File: src/rtl/mult_div_pkg.sv
// mult_div_pkg: op encodings, FSM state type and small op
// decode helpers shared by the multiply/divide unit files.
package mult_div_pkg;

   typedef enum logic [1:0] {
      OP_MULT  = 0,
      OP_MULTU = 1,
      OP_DIV   = 2,
      OP_DIVU  = 3
   } op_e;

   typedef enum logic [1:0] {
      IDLE,
      CALC,
      FIX,
      DONE
   } state_e;

   function automatic logic op_is_div(op_e o);
      return o[1];
   endfunction

   function automatic logic op_is_signed(op_e o);
      return ~o[0];
   endfunction

endpackage

File: src/rtl/mdu_sign_conv.sv
// mdu_sign_conv: conditional two's-complement negate.
// Ports: val_i value, neg_i negate enable, res_o result.
module mdu_sign_conv
   import mult_div_pkg::*;
#(
   parameter int WIDTH = 32
) (
   input  logic [WIDTH-1:0] val_i,
   input  logic             neg_i,
   output logic [WIDTH-1:0] res_o
);

   assign res_o = neg_i ? (~val_i + WIDTH'(1)) : val_i;

endmodule

File: src/rtl/mult_div_unit.sv
// mult_div_unit: iterative signed/unsigned multiply and divide.
// Ports: clk, reset (sync, active-low), start/op/a/b request,
// busy, done pulse, div_zero flag, hi/lo result registers.
module mult_div_unit
   import mult_div_pkg::*;
#(
   parameter int WIDTH = 32
) (
   input  logic             clk,
   input  logic             reset,
   input  logic             start,
   input  logic [1:0]       op,
   input  logic [WIDTH-1:0] a,
   input  logic [WIDTH-1:0] b,
   output logic             busy,
   output logic             done,
   output logic             div_zero,
   output logic [WIDTH-1:0] hi,
   output logic [WIDTH-1:0] lo
);

   localparam int CW = $clog2(WIDTH) + 1;
   localparam logic [CW-1:0] LAST = CW'(WIDTH - 1);

   state_e           state_q, state_d;
   op_e              op_q, op_d;
   logic [CW-1:0]    cnt_q, cnt_d;
   logic [WIDTH-1:0] opnd_q, opnd_d;
   logic [WIDTH-1:0] acc_hi_q, acc_hi_d;
   logic [WIDTH-1:0] acc_lo_q, acc_lo_d;
   logic [WIDTH-1:0] hi_q, hi_d;
   logic [WIDTH-1:0] lo_q, lo_d;
   logic             neg_lo_q, neg_lo_d;
   logic             neg_hi_q, neg_hi_d;
   logic             busy_q, done_q;
   logic             dz_q, dz_d;

   op_e              op_in;
   logic             sgn_a, sgn_b;
   logic             in_fix, is_div;
   logic [WIDTH-1:0] ca_in, ca_out;
   logic [WIDTH-1:0] cb_in, cb_out;
   logic             ca_neg, cb_neg;

   assign op_in = op_e'(op);
   assign sgn_a = op_is_signed(op_in) & a[WIDTH-1];
   assign sgn_b = op_is_signed(op_in) & b[WIDTH-1];
   assign in_fix = (state_q == FIX);
   assign is_div = op_is_div(op_q);

   // The two negators take a/b magnitudes in IDLE and are
   // reused for the quotient/remainder or product fix-up in FIX.
   assign ca_in  = in_fix ? acc_lo_q : a;
   assign ca_neg = in_fix ? neg_lo_q : sgn_a;
   assign cb_in  = in_fix ? acc_hi_q : b;
   assign cb_neg = in_fix ? neg_hi_q : sgn_b;

   mdu_sign_conv #(.WIDTH(WIDTH)) u_conv_a (
      .val_i (ca_in),
      .neg_i (ca_neg),
      .res_o (ca_out)
   );

   mdu_sign_conv #(.WIDTH(WIDTH)) u_conv_b (
      .val_i (cb_in),
      .neg_i (cb_neg),
      .res_o (cb_out)
   );

   // Shared adder. Multiply: acc_hi + (lsb ? mcand : 0).
   // Divide: shifted remainder - divisor via ~d + 1.
   logic [WIDTH:0] add_x, add_y, sum, rem_sh;
   logic           add_cin, fits;

   assign rem_sh = {acc_hi_q, acc_lo_q[WIDTH-1]};

   always_comb begin
      add_x   = {1'b0, acc_hi_q};
      add_y   = '0;
      add_cin = 1'b0;
      if (is_div) begin
         add_x   = rem_sh;
         add_y   = ~{1'b0, opnd_q};
         add_cin = 1'b1;
      end else if (acc_lo_q[0]) begin
         add_y = {1'b0, opnd_q};
      end
   end

   assign sum = add_x + add_y + {{WIDTH{1'b0}}, add_cin};

   // remainder < divisor keeps rem_sh < 2*divisor, so a set
   // top bit always fits, otherwise the difference sign decides.
   assign fits = rem_sh[WIDTH] | ~sum[WIDTH];

   always_comb begin
      state_d  = state_q;
      op_d     = op_q;
      cnt_d    = cnt_q;
      opnd_d   = opnd_q;
      acc_hi_d = acc_hi_q;
      acc_lo_d = acc_lo_q;
      hi_d     = hi_q;
      lo_d     = lo_q;
      neg_lo_d = neg_lo_q;
      neg_hi_d = neg_hi_q;
      dz_d     = 1'b0;
      unique case (state_q)
         IDLE: begin
            if (start) begin
               op_d = op_in;
               if (op_is_div(op_in) && (b == '0)) begin
                  state_d = DONE;
                  dz_d    = 1'b1;
               end else begin
                  state_d  = CALC;
                  cnt_d    = '0;
                  acc_hi_d = '0;
                  if (op_is_div(op_in)) begin
                     acc_lo_d = ca_out;
                     opnd_d   = cb_out;
                     neg_hi_d = sgn_a;
                  end else begin
                     acc_lo_d = cb_out;
                     opnd_d   = ca_out;
                     neg_hi_d = sgn_a ^ sgn_b;
                  end
                  neg_lo_d = sgn_a ^ sgn_b;
               end
            end
         end
         CALC: begin
            if (is_div) begin
               acc_hi_d = fits ? sum[WIDTH-1:0]
                               : rem_sh[WIDTH-1:0];
               acc_lo_d = {acc_lo_q[WIDTH-2:0], fits};
            end else begin
               acc_hi_d = sum[WIDTH:1];
               acc_lo_d = {sum[0], acc_lo_q[WIDTH-1:1]};
            end
            cnt_d = cnt_q + CW'(1);
            if (cnt_q == LAST) begin
               state_d = FIX;
            end
         end
         FIX: begin
            lo_d = ca_out;
            // -{H,L} = {~H, -L} unless L is zero.
            if (!is_div && neg_hi_q && (acc_lo_q != '0)) begin
               hi_d = ~acc_hi_q;
            end else begin
               hi_d = cb_out;
            end
            state_d = DONE;
         end
         DONE: begin
            state_d = IDLE;
         end
      endcase
   end

   always_ff @(posedge clk) begin
      if (!reset) begin
         state_q  <= IDLE;
         op_q     <= OP_MULT;
         cnt_q    <= '0;
         opnd_q   <= '0;
         acc_hi_q <= '0;
         acc_lo_q <= '0;
         hi_q     <= '0;
         lo_q     <= '0;
         neg_lo_q <= 1'b0;
         neg_hi_q <= 1'b0;
         busy_q   <= 1'b0;
         done_q   <= 1'b0;
         dz_q     <= 1'b0;
      end else begin
         state_q  <= state_d;
         op_q     <= op_d;
         cnt_q    <= cnt_d;
         opnd_q   <= opnd_d;
         acc_hi_q <= acc_hi_d;
         acc_lo_q <= acc_lo_d;
         hi_q     <= hi_d;
         lo_q     <= lo_d;
         neg_lo_q <= neg_lo_d;
         neg_hi_q <= neg_hi_d;
         busy_q   <= (state_d != IDLE);
         done_q   <= (state_d == DONE);
         dz_q     <= dz_d;
      end
   end

   assign busy     = busy_q;
   assign done     = done_q;
   assign div_zero = dz_q;
   assign hi       = hi_q;
   assign lo       = lo_q;

endmodule

File: config.mk
export PLATFORM = sky130hd
export DESIGN_NAME = mult_div_unit
export DESIGN_NICKNAME = d
export VERILOG_FILES = /design/src/rtl/mult_div_pkg.sv /design/src/rtl/mdu_sign_conv.sv /design/src/rtl/mult_div_unit.sv
export SDC_FILE = /design/constraint.sdc
export NUM_CORES = 1
export LEC_CHECK = 0
export ABC_CLOCK_PERIOD_IN_PS = 10630
export BUFFER_PORTS_ARGS = -buffer_cell sky130_fd_sc_hd__buf_2
export CAP_MARGIN = 20
export CORE_MARGIN = 10
export CORE_UTILIZATION = 42
export DETAILED_ROUTE_END_ITERATION = 10
export PLACE_DENSITY_LB_ADDON = 0.05
export SKIP_CTS_REPAIR_TIMING = 1
export SYNTH_ARGS = -nofsm -noshare
export SYNTH_HDL_FRONTEND = slang
export SYNTH_HIERARCHICAL = 1
export SYNTH_SLANG_ARGS = --single-unit
File: constraint.sdc
create_clock -name clk -period 10.63 [get_ports clk]
set_clock_uncertainty 0.05 [all_clocks]
set_input_delay 0.5315 -clock clk [delete_from_list [all_inputs] [get_ports clk]]
set_output_delay 0.5315 -clock clk [all_outputs]
set_load 0.1 [all_outputs]
==> results.yml <==
status:
  status: "finished clean"
place:
  dp_hpwl_mm: 35.1
  place_congestion: 0.928
  io_buffer_count: 135
  placed_area_sq_um: 14100
synth:
  synth_fp_nets: 1923
  yosysSeqAreaShare: 0.262
  synth_simple_gate_area_share: 0.266
  async_reset_ff_frac: 0
  synth_adder_area_share: 0.0359
  yosys_warnings: 6
  synth_edf_count: 0
  synth_top_family_by_area: "simple AND/OR/NAND/NOR gates"
  synth_xor_area_frac: 0.0579
  synthMuxAreaShare: 0.0791
  syn_area_sq_um: 13300
  synth_flop_cell: "dfxtp_1"
  synth_cell_types: 79
  ys_ff_latch: 174
  synth_compound_area_frac: 0.249
  syn_inst: 1817
  avgSynthCellArea_sq_um: 7.33
power:
  p_sw_uw: 578
  clock_power_share: 0.366
  sw_frac_of_total: 0.330
  power.leakage_uw: 0.00587
  powerDensity_nw_per_um2: 119
  pwr-share-comb: 0.215
  p_int_uw: 1170
  p_seq_frac: 0.418
  ir_drop_v: 0.000123
sta:
  worst_pin_slew_ns: 1.10
  hold_viol: 0
  maxSlewHeadroom: 0.264
  slew_violations: 0
  fin_setup_tns_ns: 0
  rsz0062_at_grt: "false"
  setup_viol: 0
  timing.fmax_ghz: 0.171
  fin_crit_ns: 5.86
  post-route-period-util: 0.552
final_layout:
  multiInputGateArea_sq_um: 9180
  syn2layout_area_growth_pct: 10.2
  fillers: 3273
  layout-drive-gt1-share: 0.141
  final_area_sq_um: 14700
  seq_area_sq_um: 3490
  nets: 1958
grt:
  grt.overflow.total: 0
  grt_usage: 0.238
  grt_pass1_wl_mm: 72.8
  first_global_vias: 12484
  antenna_found_initial: 2
  grt_max_degree: 76
detailed_routing:
  first_iter_violations: 1172
  via_count: 13206
  ant_nets: 0
  drcViolationCount: 0
  vias_per_cell: 5.83
  wl_per_cell_um: 20.8
  wl_mm: 47.1
  drt_pass1_iterations: 7
worst_setup_path:
  crit_fanout: 75
  crit_slowest_cell: "o31ai_4"
  cp_cell_sequence: "buf_4 -> inv_2 -> buf_4 -> o21ai_0 -> ha_1 -> a211oi_1 -> o211a_1 -> o21ai_1 -> o31ai_4 -> nand2_1 -> a211oi_1 -> o21ai_1"
  start_kind: "flop"
  required_ns: 10.92
  worstSetupPathType: "reg2reg"
  cpLargestDelayFamily: "compound AO/OA/AOI/OAI gates"
  crit_path_end_kind: "flop"
  critical-path-max-stage-delay_ns: 0.88
  path_buf_inv: 3
  cp.arrival_ns: 6.16
clock_network:
  cts_buffers: 17
  numClockSinks: 174
  clockRootBuffer: "clkbuf_16"
  cts_max_level: 4
  clkLatencyLatePin_ns: 0.46
  cts_tree: "built"
  clk_pin_slew_worst_paths_ns: 0.07
  cts_buffer_depth: 2
floorplanning:
  initial_core_util: 0.424
  rows: 65
  die_w_um: 198
  die-area_sq_um: 39200
  core-area_sq_um: 31400
  die_y_um: 198
  ioPinCount: 136
hold_path:
  worstHoldPathType: "in2reg"
job:
  maxCapViolations: 0
## per-stage QoR
stage	power [uW]	std cells	hold slack, ns	utilization	setup slack (ns)
after detailed placement	1120	2234	0.395	0.448	4.89
after floorplan	1000	1817	0.410	-	6.63
after global routing	1830	2267	0.328	0.467	4.34
after global placement	1120	2234	0.390	0.448	5.02
final	1750	2267	0.319	0.467	4.77
after CTS	1760	2265	0.298	0.466	4.90
## area by class of cell
class | count | share of cell area
Tap cell | 402 | 0.0343
Sequential cell | 174 | 0.238
Antenna cell | 1 | 0.000171
Multi-Input combinational cell | 1486 | 0.626
Timing Repair Buffer | 152 | 0.0563
Clock inverter | 13 | 0.00973
Inverter | 21 | 0.00555
Clock buffer | 18 | 0.0299
## final timing paths
check | from | endpoint | slack, ns | depth (start not counted)
hold / removal | start | state_q[0]$_SDFF_PN0_ | 0.32 | 2
setup / recovery | op_q[1]$_SDFFE_PN0P_ | acc_hi_q[3]$_SDFFE_PN0P_ | 4.77 | 12
setup reg to reg | op_q[1]$_SDFFE_PN0P_ | acc_hi_q[3]$_SDFFE_PN0P_ | 4.77 | 12
hold reg to reg | lo[7]$_SDFFE_PN0P_ | lo[7]$_SDFFE_PN0P_ | 0.40 | 2
## power by group through the flow
stage | logic [uW] | clock network [uW] | registers [uW]
2_1_floorplan | 281 | 0 | 721
4_1_cts | 372 | 657 | 731
3_5_place_dp | 370 | 0 | 746
5_1_grt | 415 | 681 | 737
3_3_place_gp | 370 | 0 | 746
6_report | 377 | 641 | 733
## worst register-to-register path: stages (launching register included)
cell	delay, ns
dfxtp_2	0.31
buf_4	0.30
inv_2	0.59
buf_4	0.75
o21ai_0	0.27
ha_1	0.45
a211oi_1	0.36
o211a_1	0.21
o21ai_1	0.15
o31ai_4	0.88
nand2_1	0.87
a211oi_1	0.45
o21ai_1	0.10
## cell families (layout without fill, tap and decap cells)
family                   count (synthesis)  count (layout)
AO/OA/AOI/OAI                          495             495
XOR/XNOR                                88              88
adder cells (fa/ha/maj)                 37              37
buffers and inverters                  157             204
flip-flops                             174             174
multiplexers                           101             101
other                                    0               1
AND/OR/NAND/NOR                        765             765
## flip-flops by register name, summed over array words and instances, names as in the netlist
signal / count
opnd_q: 32
acc_lo_q: 32
div_zero: 1
acc_hi_q: 32
state_q: 2
cnt_q: 6
hi: 32
neg_lo_q: 1
op_q: 1
neg_hi_q: 1
done: 1
busy: 1
lo: 32
## layer usage
| layer | vias to the layer above | track usage | share of wire | routed length, um |
|---|---|---|---|---|
| met3 | 55 | 0.0385 | 0.056 | 2640 |
| met5 | - | 0 | 0.00028 | 13 |
| met4 | 2 | 0.0746 | 0.021 | 1010 |
| met2 | 347 | 0.369 | 0.44 | 20900 |
| li1 | 6600 | - | - | - |
| met1 | 6202 | 0.330 | 0.48 | 22600 |
## cells in the final DEF (no fill, tap or decap), types with 20 or more instances in the layout
cell / netlist / layout
mux2i_1: 68 / 68
dfxtp_1: 174 / 172
and2_1: 34 / 34
xnor2_1: 78 / 78
nand3_1: 65 / 65
a211oi_1: 144 / 144
ha_1: 35 / 35
and3_1: 20 / 20
o21ai_0: 98 / 98
buf_2: 8 / 134
mux2_2: 33 / 33
nor2_1: 163 / 162
nand2_1: 349 / 348
nor3_1: 44 / 43
a21oi_1: 115 / 115
## synthesized netlist by cell type (19+ instances only)
cell	count	share of area
and3_1	20	0.0094
nor4_1	19	0.0089
a21oi_1	115	0.043
o21ai_0	98	0.037
nand2_1	349	0.098
o31ai_1	19	0.011
a211oi_1	144	0.081
nor2_1	163	0.046
xnor2_1	78	0.051
nand3_1	65	0.024
dfxtp_1	174	0.26
inv_1	19	0.0054
and2_1	34	0.016
ha_1	35	0.033
nor3_1	44	0.017
mux2i_1	68	0.051
mux2_2	33	0.028
clkbuf_1	105	0.030
No activity file was read; power rests on OpenSTA's default activity.
